`config.mk`:
```
export PLATFORM = sky130hd
export DESIGN_NAME = mul_acumulador
export DESIGN_NICKNAME = d
export VERILOG_FILES = /design/src/rtl/mul_acumulador.sv
export SDC_FILE = /design/constraint.sdc
export NUM_CORES = 1
export LEC_CHECK = 0
export ABC_CLOCK_PERIOD_IN_PS = 3500
export BUFFER_PORTS_ARGS = -buffer_cell sky130_fd_sc_hd__buf_4
export CORE_MARGIN = 2
export CORE_UTILIZATION = 50
export CTS_CLUSTER_SIZE = 40
export DETAILED_ROUTE_END_ITERATION = 12
export PLACE_DENSITY = 0.77
export SKIP_CTS_REPAIR_TIMING = 1
export SYNTH_ARGS = -nofsm -noshare
export SYNTH_HDL_FRONTEND = slang
export SYNTH_SLANG_ARGS = --single-unit
```
`constraint.sdc`:
```
create_clock -name clk -period 3.5 [get_ports clk]
set_input_delay 0.35 -clock clk [delete_from_list [all_inputs] [get_ports clk]]
set_output_delay 0.35 -clock clk [all_outputs]
set_load 0.1 [all_outputs]
```
`src/rtl/mul_acumulador.sv`:
```
// mul_acumulador: captures signed products from the Booth multiplier on each Fin rise,
// accumulates N_PROD of them and delivers the batch sum through a valid/ready handshake.
module mul_acumulador #(
  parameter int N_PROD = 4,
  parameter int ACC_W  = 12
) (
  input  logic             clk,
  input  logic             reset,
  input  logic [7:0]       result,
  input  logic             Fin,
  input  logic             clear,
  output logic [ACC_W-1:0] sum,
  output logic             sum_valid,
  input  logic             sum_ready,
  output logic             ovf,
  output logic             overrun,
  output logic [3:0]       count
);

  typedef enum logic {ACUM = 1'b0, ENTREGA = 1'b1} state_t;

  state_t           r_state;
  state_t           w_next_state;
  logic             r_fin_d;
  logic             r_pend_vld;
  logic [7:0]       r_pend;
  logic [ACC_W-1:0] r_acc;
  logic             r_ovf;
  logic             r_overrun;
  logic [3:0]       r_count;

  logic             w_new;
  logic             w_add_en;
  logic             w_batch_done;
  logic             w_handshake;
  logic [7:0]       w_op8;
  logic [ACC_W-1:0] w_operand;
  logic [ACC_W-1:0] w_sum;
  logic             w_add_ovf;

  // A buffered product always has priority over a fresh one so products stay in order.
  assign w_new        = Fin & ~r_fin_d;
  assign w_add_en     = (r_state == ACUM) & (r_pend_vld | w_new);
  assign w_op8        = r_pend_vld ? r_pend : result;
  assign w_operand    = ACC_W'($signed(w_op8));
  assign w_sum        = r_acc + w_operand;
  assign w_add_ovf    = (r_acc[ACC_W-1] == w_operand[ACC_W-1]) &
                        (w_sum[ACC_W-1] != r_acc[ACC_W-1]);
  assign w_batch_done = w_add_en & (r_count == 4'(N_PROD - 1));
  assign w_handshake  = (r_state == ENTREGA) & sum_ready;

  always_ff @(posedge clk or negedge reset) begin
    if (!reset) r_state <= ACUM;
    else        r_state <= w_next_state;
  end

  // NOTE: every always_comb output gets a default first so no path can infer a latch.
  always_comb begin
    w_next_state = r_state;
    if (clear) begin
      w_next_state = ACUM;
    end else begin
      case (r_state)
        ACUM:    if (w_batch_done) w_next_state = ENTREGA;
        ENTREGA: if (sum_ready)    w_next_state = ACUM;
        default: w_next_state = ACUM;
      endcase
    end
  end

  always_comb begin
    sum_valid = (r_state == ENTREGA);
    sum       = r_acc;
    ovf       = r_ovf;
    overrun   = r_overrun;
    count     = r_count;
  end

  // NOTE: sequential state uses non-blocking assignments so every register samples pre-edge values.
  always_ff @(posedge clk or negedge reset) begin
    if (!reset) begin
      r_fin_d    <= 1'b1;
      r_pend_vld <= 1'b0;
      r_pend     <= '0;
      r_acc      <= '0;
      r_ovf      <= 1'b0;
      r_overrun  <= 1'b0;
      r_count    <= '0;
    end else begin
      r_fin_d <= Fin;
      if (clear) begin
        r_pend_vld <= 1'b0;
        r_pend     <= '0;
        r_acc      <= '0;
        r_ovf      <= 1'b0;
        r_overrun  <= 1'b0;
        r_count    <= '0;
      end else if (r_state == ACUM) begin
        if (w_add_en) begin
          r_acc   <= w_sum;
          r_count <= r_count + 4'd1;
          r_ovf   <= r_ovf | w_add_ovf;
        end
        r_pend_vld <= r_pend_vld & w_new;
        if (w_new) r_pend <= result;
      end else begin
        if (w_handshake) begin
          r_acc   <= '0;
          r_count <= '0;
          r_ovf   <= 1'b0;
        end
        if (w_new) begin
          if (!r_pend_vld) begin
            r_pend     <= result;
            r_pend_vld <= 1'b1;
          end else begin
            r_overrun  <= 1'b1;
          end
        end
      end
    end
  end

endmodule
```
==> results.md, run 1 <==
- Synth area leaders: dfrtp_1 (41%), ha_1 (8.7%), mux2_2 (5.9%), a22o_1 (5.6%), a21oi_1 (4.9%)
- TritonCTS clock tree: built
- I/O pin count: 32
- DIE HEIGHT: approximately 63 µm
- Max-cap violations: 0
- Clk sinks: 29
- Routed WL per cell: roughly 15 µm
- HPWL after detailed placement: approximately 2.8 mm
- Drt pass-1 iters: 4
- Rows: 21
- Worst-case reg-to-reg path depth: 9
- Die area: roughly 3900 µm²
- Lkg Pwr: around 1 nW
- Placed Cells: approximately 240
- Setup Viol. Count Final: 0
- Remaining antenna violation count: 0
- Layout cells sized above 1: 28.50%
- M3 GR Usage: 5.045%
- Design area: 2083 µm²
- Max stage delay on crit path: 0.61 ns
- EDFF count, synth: 0
- Setup TNS: 0 ns
- Clock Path Buffers: 2
- Clock insertion delay at the later pin of the skew report: 0.33 ns
- GP Congestion: just under 0.9
- Hold Crit Class: in -> reg
- Seq cells post-synth: 29
- CTS root buf: clkbuf_4
- Synth top area share: roughly two fifths
- Vias in the first global route: 1,469
- Final net count: roughly 230
- Vias: 1,449
- Worst vdd ir: around 0.22 mV
- Placement Cell Area: between 2000 and 2500 µm²
- Clk_skew: ~0.0048 ns
- Post-synth ARST share: between 90% and 100%
- Fin cells: 253
- Post-synth top cells: dfrtp_1 (28), a21oi_1 (17), nand2_1 (15)
- Pwr dens: 420.8 nW/µm²
- Largest net degree at the start of global routing: 30
- Tot GR Track Use: between 20% and 30%
- Wirelength, routed: 3.812 mm
- Avg Inst Size Synth: roughly 10 µm²
- Layout area overhead: 20.48%
- Cells after synthesis: 170
- Syn nets: about 200
- Period utilization: between 70% and 80%
- First-pass GRT wire length: just under 7 mm
- CP max-delay cell: dfrtp_1
- Grt met2 use: between 30% and 40%
- Total CTS buffers: 5
- 1st-iter DRT viols: 74
- CP dominant cell by count: a21oi_1
- Critical setup path kind: reg -> reg
- Clock Pin Slew Worst Setup and Hold Paths: 0.10 ns
- Total grt overflow: 0
- Vias per cell: ~5.7
- Synth unique cells: 39
- YS warnings: 0
- Htree depth: 2
- Max-slew headroom: 67.09%
- Slew Viols, Final: 0
- Remaining DRCs: 0
- Outcome: completed
- Hold Path Depth: 1
- Tmin final: roughly 2.8 ns
- Crit path DAT: between 3 and 4 ns
- Count leader, synth: dfrtp_1
- Antenna Cells: 0
- Initial antenna violation count: 0
- Top_reg_cell synth: dfrtp_1
- Initial Util: between 50% and 60%
- Port-buffer cells: 31
- Crit path required time: about 3.7 ns
- Yosys top cell by area: dfrtp_1
- RSZ-0062 raised after global routing: false
- Final hold vios: 0
- Worst-Margin Slew: just under 0.5 ns
- Core area: between 3000 and 4000 µm²
- Fmax: 357.3 MHz
- Crit Path Max Fanout: 12
- Die width: between 60 and 70 µm
- Synthesized cell area: 1729 µm²
- Critical path, cell by cell: mux2_2, ha_1, fa_1, a21oi_1, o21ai_1, a31o_2, a21oi_1, xnor2_1, a22o_1
- FILL cells: roughly 270
- Met1 global-route usage: approximately 28%
- Most Used Layer, Global Route: met2
- Post-synthesis sequential area ratio: between 40% and 50%
- Critical Path Sink Type: flop
- Startpoint Class: flop
worst max-delay path, delay by kind of cell (launching register included):
kind | cells | cell delay, ns
adder cells (fa/ha/maj) | 2 | 0.64
flip-flops | 1 | 0.61
XOR/XNOR | 1 | 0.08
multiplexers | 1 | 0.39
AO/OA/AOI/OAI | 5 | 0.98
flip-flops by register name (all words and copies together) (netlist names):
signal and cells:
sum 12, r_pend 8, count 4, overrun 1, ovf 1, r_fin_d 1, r_pend_vld 1, sum_valid 1
cells by family (layout without fill, tap and decap cells):
kind of cell	after synthesis	count (layout)	synth area share, %
flops	29	29	42.04
compound gates	53	53	22.58
xor+xnor	11	11	5.571
fa+ha+maj	13	13	9.841
simple gates	46	46	12.08
mux	9	9	5.861
buf+inv	9	46	2.026
layout by cell type, fill, tap and decap left out, types with 2 or more instances in the layout:
cell type / synthesis / final
nor2_1: 11 / 11
inv_1: 3 / 3
dfrtp_1: 28 / 28
a21oi_1: 17 / 17
nand3_1: 11 / 11
xor2_1: 4 / 4
o21a_1: 2 / 2
clkinv_2: 0 / 2
nand2_1: 15 / 15
ha_1: 12 / 12
buf_4: 0 / 34
a22o_1: 11 / 11
o21ai_0: 3 / 3
nor2b_1: 3 / 3
xnor2_1: 7 / 7
a21o_1: 4 / 4
a31oi_1: 3 / 3
mux2_2: 9 / 9
clkbuf_4: 0 / 5
per-layer routing:
metal	vias up	wire length, µm
met5	-	0
met4	0	42
met3	6	212
met2	36	1840
met1	711	1717
li1	696	-
layout make-up:
type / instances / area (µm²) / area share, %
clock buffer: 5 / 37.54 / 1.802
timing repair buffer: 35 / 265.3 / 12.73
clock inverter: 3 / 17.52 / 0.8408
inverter: 3 / 11.26 / 0.5405
multi-input combinational: 132 / 967.2 / 46.43
sequential: 29 / 726.9 / 34.89
tap: 46 / 57.56 / 2.763
worst paths after layout:
kind | start | endpoint | slack (ns)
min in group asynchronous | reset | r_pend[2]$_DFFE_PN0P_ | 0.48
worst min register to register | overrun$_DFFE_PN0P_ | overrun$_DFFE_PN0P_ | 0.52
worst max-delay path | r_pend_vld$_DFFE_PN0P_ | sum[8]$_DFFE_PN0P_ | 0.70
worst max register to register | r_pend_vld$_DFFE_PN0P_ | sum[8]$_DFFE_PN0P_ | 0.70
worst min-delay path | Fin | r_fin_d$_DFF_PN1_ | 0.12
max in group asynchronous | reset | r_fin_d$_DFF_PN1_ | 2.72
where the power goes:
group          internal [mW]  switching [mW]
clock network         0.0756           0.127
registers              0.354          0.0163
logic                 0.0982           0.206
through the flow:
stage | hold WS, ns | power (mW) | utilization, % | setup WS, ns
after CTS | -0.06979 | 0.8794 | 62.13 | 0.7022
after floorplan | 0.05441 | 0.6061 | - | 0.7975
after global placement | 0.2898 | 0.6729 | 60.48 | 0.8095
final | 0.1226 | 0.8767 | 62.43 | 0.7010
after global routing | 0.1024 | 0.9237 | 62.43 | 0.4910
after detailed placement | 0.2916 | 0.6800 | 60.48 | 0.7332
Note: power is estimated with default switching activity, not from simulation.
==> run 2, diff against run 1 <==
--- a/config.mk
+++ b/config.mk
@@ -5,7 +5,7 @@
 export SDC_FILE = /design/constraint.sdc
 export NUM_CORES = 1
 export LEC_CHECK = 0
-export ABC_CLOCK_PERIOD_IN_PS = 3500
+export ABC_CLOCK_PERIOD_IN_PS = 2850
 export BUFFER_PORTS_ARGS = -buffer_cell sky130_fd_sc_hd__buf_4
 export CORE_MARGIN = 2
 export CORE_UTILIZATION = 50
==> constraint.sdc (replaced) <==
create_clock -name clk -period 2.85 [get_ports clk]
set_input_delay 0.285 -clock clk [delete_from_list [all_inputs] [get_ports clk]]
set_output_delay 0.285 -clock clk [all_outputs]
set_load 0.1 [all_outputs]
==> run 2 against run 1 <==
Effect of this change:
- count of clock-buffer cells in the layout increased by 2
- global-route usage is 0.083 points lower
- critical path depth unchanged
- clock power increased by 44%
- total power is 27% higher
- die area did not move
- largest cell class unchanged
- setup slack got worse by 0.51 ns
- core utilization about the same
==> results.md, run 2 (synthesis results as in run 1) <==
- Worst path top cell family by delay: compound AO/OA/AOI/OAI gates
- Met2 wire len: slightly below 2 mm
- Lkg Pwr: 0.9994 nW
- Register area: 728.2 µm²
- Initial antenna violation count: 0
- Worst-case reg-to-reg path depth: 9
- Most frequent cells in the layout: buf_4 (32), dfrtp_1 (27), a21oi_1 (17)
- TritonCTS clock tree: built
- Remaining DRCs: 0
- Tmin final: 2.663 ns
- Uppermost layer routed: met4
- Clk sinks: 29
- Tot GR Track Use: between 20% and 30%
- Final net count: 230
- Vias in the first global route: 1,529
- Wirelength, routed: ~3.8 mm
- Crit path required time: a little over 3 ns
- CTS root buf: clkbuf_4
- Clk_skew: between 0.008 and 0.009 ns
- Port-buffer cells: 31
- FF-to-FF End: sum[8]$_DFFE_PN0P_
- Setup Viol. Count Final: 0
- Wire length on met1: about 1.6 mm
- CP Depth: 9
- Routed WL per cell: 15.28 µm
- Setup TNS: 0 ns
- Max-slew headroom: 35.65%
- Drt pass-1 iters: 4
- Outcome: completed
- DIE HEIGHT: 62.81 µm
- 1st-iter DRT viols: between 100 and 150
- Vias per cell: between 5 and 6
- Critical setup path kind: reg -> reg
- GP Congestion: roughly 0.9
- Buf/Inv on CP: 0
- Layout area overhead: 20.55%
- Max stage delay on crit path: 0.51 ns
- Hold Path Depth: 1
- Max FFs per register: 12
- Multi-input gate area: 967.2 µm²
- Fmax: about 380 MHz
- Clock Pin Slew Worst Setup and Hold Paths: approximately 0.090 ns
- Critical Path Sink Type: flop
- Crit Path Max Fanout: 12
- Period utilization: between 90% and 100%
- Total grt overflow: 0
- CP dominant cell by count: a21oi_1
- Fin cells: around 250
- Hold EP: r_fin_d$_DFF_PN1_
- Worst-Margin Slew: roughly 0.96 ns
- Hold Crit Class: in -> reg
- Pwr dens: approximately 540 nW/µm²
- Placed Cells: approximately 240
- Startpoint Class: flop
- Worst vdd ir: 0.2690 mV
- Met3 Wirelength: about 220 µm
- Final hold vios: 0
- Tot Pwr: approximately 1.1 mW
- Clock Path Buffers: 2
- Rows: 21
- Crit path DAT: around 2.9 ns
- Layout cells sized above 1: approximately 28%
- I/O pin count: 32
- Antenna Cells: 0
- Core area: between 3000 and 4000 µm²
- FILL cells: roughly 280
- Reg-to-reg setup timing slack: 0.19 ns
- Slew Viols, Final: 0
- CP max-delay cell: dfrtp_2
- Die area: roughly 3900 µm²
- FF-to-FF Start: r_pend_vld$_DFFE_PN0P_
- Hold_sp: Fin
- Vias: 1,461
- Die width: around 63 µm
- Initial Util: about half
- Htree depth: 2
- First-pass GRT wire length: roughly 6.7 mm
- RSZ-0062 raised after global routing: false
- Remaining antenna violation count: 0
- Total CTS buffers: 5
- Critical path, cell by cell: mux2_2, ha_1, fa_1, a21oi_1, o21ai_1, a31o_2, a21oi_1, xnor2_1, a22o_1
- Largest net degree at the start of global routing: 30
- Clock insertion delay at the later pin of the skew report: roughly 0.33 ns
- HPWL after detailed placement: ~2.9 mm
- Commonest non-fill, non-tap cell in the layout: buf_4
- Max-cap violations: 0
==> run 2: metrics by stage <==
| step | worst slack, ns | utilization (%) | area, µm² | hold WS [ns] |
|---|---|---|---|---|
| after floorplan | 0.1475 | - | 1729 | -0.01059 |
| after global placement | 0.1605 | 60.03 | 2003 | 0.2243 |
| after detailed placement | 0.09461 | 60.03 | 2003 | 0.2250 |
| after CTS | 0.06654 | 62.13 | 2073 | -0.1418 |
| after global routing | 0.0009943 | 62.47 | 2085 | 0.03963 |
| final | 0.1872 | 62.47 | 2085 | 0.06216 |
==> run 2: how the worst max path moves through the flow <==
stage / from / endpoint
after global placement: r_pend_vld$_DFFE_PN0P_ / sum[8]$_DFFE_PN0P_
after detailed placement: r_pend_vld$_DFFE_PN0P_ / sum[8]$_DFFE_PN0P_
after floorplan: r_pend_vld$_DFFE_PN0P_ / sum[8]$_DFFE_PN0P_
final: r_pend_vld$_DFFE_PN0P_ / sum[8]$_DFFE_PN0P_
after global routing: r_pend_vld$_DFFE_PN0P_ / sum[11]$_DFFE_PN0P_
after CTS: r_pend_vld$_DFFE_PN0P_ / sum[8]$_DFFE_PN0P_
==> run 2: cell type report <==
type                       instances  area share (%)
timing repair buffer              33           12.00
clock buffer                       7           3.121
inverter                           3          0.5402
clock inverter                     1          0.2401
sequential                        29           34.93
tap                               46           2.761
multi-input combinational        132           46.40
==> run 2: where the power goes <==
part | total, mW | leakage, nW | switching, mW | internal (mW)
combinational | 0.372 | 0.567 | 0.253 | 0.119
sequential | 0.455 | 0.391 | 0.0207 | 0.434
clock | 0.290 | 0.0413 | 0.147 | 0.143
total | 1.12 | 0.999 | 0.421 | 0.696
==> run 2: worst register-to-register path, delay by kind of cell (launching register included) <==
family | cells | cell delay, ns
compound gates | 5 | 0.95
flops | 1 | 0.51
mux | 1 | 0.37
fa+ha+maj | 2 | 0.64
xor+xnor | 1 | 0.09
==> run 2: routing by layer <==
metal | up-vias | GRT usage (%)
li1 | 694 | -
met2 | 43 | 35.08
met5 | - | 0
met3 | 4 | 7.748
met4 | 0 | 7.778
met1 | 720 | 26.29
==> run 3, diff against run 2 <==
--- a/config.mk
+++ b/config.mk
@@ -7,6 +7,7 @@
 export LEC_CHECK = 0
 export ABC_CLOCK_PERIOD_IN_PS = 2850
 export BUFFER_PORTS_ARGS = -buffer_cell sky130_fd_sc_hd__buf_4
+export CORE_ASPECT_RATIO = 0.6
 export CORE_MARGIN = 2
 export CORE_UTILIZATION = 50
 export CTS_CLUSTER_SIZE = 40
==> run 3 against run 2 <==
Effect of this change:
- flip-flop and latch count unchanged
- critical path depth unchanged
- core utilization increased by 1.7 points
- non-clock buffer count increased by 1
- cell count unchanged
- global-route usage increased by 1.3 points
- largest power group unchanged
- highest routed layer unchanged
==> results.md, run 3 (synthesis results as in run 1) <==
- CP max-delay cell: dfrtp_2
- Clk sinks: 29
- DIE HEIGHT: 49.55 µm
- Startpoint Class: flop
- Critical setup path kind: reg -> reg
- Routed WL per cell: ~16 µm
- 1st-iter DRT viols: 154
- Critical Path Sink Type: flop
- Crit path required time: approximately 3.0 ns
- Tmin final: about 2.8 ns
- Drt pass-1 iters: 6
- Final net count: around 230
- Initial Util: between 50% and 60%
- Tot Pwr: around 1.2 mW
- Period utilization: 96.56%
- Pre-CTS WS: about 0.021 ns
- GP Congestion: between 0.9 and 1
- Clock Pin Slew Worst Setup and Hold Paths: 0.07 ns
- Crit Path Max Fanout: 12
- Slew Viols, Final: 0
- Max-slew headroom: 27.66%
- Commonest non-fill, non-tap cell in the layout: buf_4
- Tot GR Track Use: between 20% and 30%
- Most frequent cells in the layout: buf_4 (33), dfrtp_1 (27), a21oi_1 (16)
- Buf/Inv on CP: 0
- Layout area overhead: 21.85%
- Htree depth: 2
- Die width: ~80 µm
- I/O pin count: 32
- Final hold vios: 0
- Wirelength, routed: just over 4 mm
- Vias: around 1,500
- Most Used Layer, Global Route: met2
- TritonCTS clock tree: built
- Die area: slightly below 4000 µm²
- Remaining antenna violation count: 0
- Critical path, cell by cell: mux2_2, ha_1, fa_1, a21oi_1, o21ai_1, a31o_2, a21oi_1, xnor2_1, a22o_1
- Worst vdd ir: approximately 0.30 mV
- Vias in the first global route: roughly 1,400
- Max FFs per register: 12
- CTS root buf: clkbuf_8
- M3 GR Usage: 6.227%
- Total CTS buffers: 5
- Layout cells sized above 1: between 20% and 30%
- Design area: roughly 2100 µm²
- Port-buffer cells: 31
- Worst-Margin Slew: between 1 and 1.5 ns
- Max stage delay on crit path: approximately 0.5 ns
- Core area: between 3000 and 4000 µm²
- Final worst setup slack: a little under 0.1 ns
- Final Core Density: between 60% and 70%
- Grt met2 use: about a third
- Crit path DAT: roughly 2.9 ns
- Total grt overflow: 0
- Vias per cell: about 5.8
- Max-cap violations: 0
- Antenna Cells: 0
- Hold Crit Class: in -> reg
- Initial antenna violation count: 0
- Met1 global-route usage: between 30% and 40%
- Final hold slack: 0.1096 ns
- Clock Path Buffers: 2
- Clk_skew: 0.007385 ns
- Reg-to-reg setup timing slack: between 0.09 and 0.1 ns
- CP dominant cell by count: a21oi_1
- Clock insertion delay at the later pin of the skew report: about 0.29 ns
- HPWL after detailed placement: 3.070 mm
- Worst path top cell family by delay: compound AO/OA/AOI/OAI gates
- Outcome: completed
- Rows: 16
- Placement Cell Area: between 2000 and 2500 µm²
- First-pass GRT wire length: between 6 and 7 mm
- FILL cells: ~280
- Remaining DRCs: 0
- Fmax: approximately 360 MHz
- Largest net degree at the start of global routing: 30
- Setup Viol. Count Final: 0
- Pwr dens: 553.0 nW/µm²
- Lkg Pwr: 1.009 nW
[run 3: layer usage]
layer | wire [µm] | part of all wire (%) | vias to the layer above
met1 | 1877 | 45 | 686
li1 | - | - | 699
met4 | 95 | 2.3 | 0
met3 | 317 | 7.7 | 11
met2 | 1845 | 45 | 65
met5 | 0 | 0 | -
[run 3: path summary, 6_finish.rpt]
| path | startpoint | endpoint | cells after the start |
|---|---|---|---|
| setup / recovery | r_pend_vld$_DFFE_PN0P_ | sum[8]$_DFFE_PN0P_ | 9 |
| hold / removal | Fin | r_fin_d$_DFF_PN1_ | 1 |
| setup reg to reg | r_pend_vld$_DFFE_PN0P_ | sum[8]$_DFFE_PN0P_ | 9 |
| hold reg to reg | overrun$_DFFE_PN0P_ | overrun$_DFFE_PN0P_ | 2 |
| max in group asynchronous | reset | r_fin_d$_DFF_PN1_ | 2 |
| min in group asynchronous | reset | ovf$_DFFE_PN0P_ | 2 |
[run 3: layout make-up]
type / instances / area [µm²] / area share, %
well taps: 45 / 56.30 / 2.672
clock buffers: 6 / 72.57 / 3.444
flip-flops and latches: 29 / 728.2 / 34.56
repair buffers: 34 / 257.7 / 12.23
clock inverters: 2 / 10.01 / 0.4751
inverters: 3 / 11.26 / 0.5344
multi-input cells: 132 / 970.9 / 46.08
[run 3: where the power goes]
group	total [mW]	internal (mW)	switching, mW
Sequential	0.456	0.435	0.0210
Clock	0.329	0.169	0.161
Combinational	0.380	0.120	0.259
[run 3: through the flow]
stage | setup TNS (ns) | instances
final | 0 | 251
after CTS | -0.006834 | 249
after global routing | -0.0001299 | 251
after floorplan | 0 | 170
after global placement | 0 | 241
after detailed placement | 0 | 241
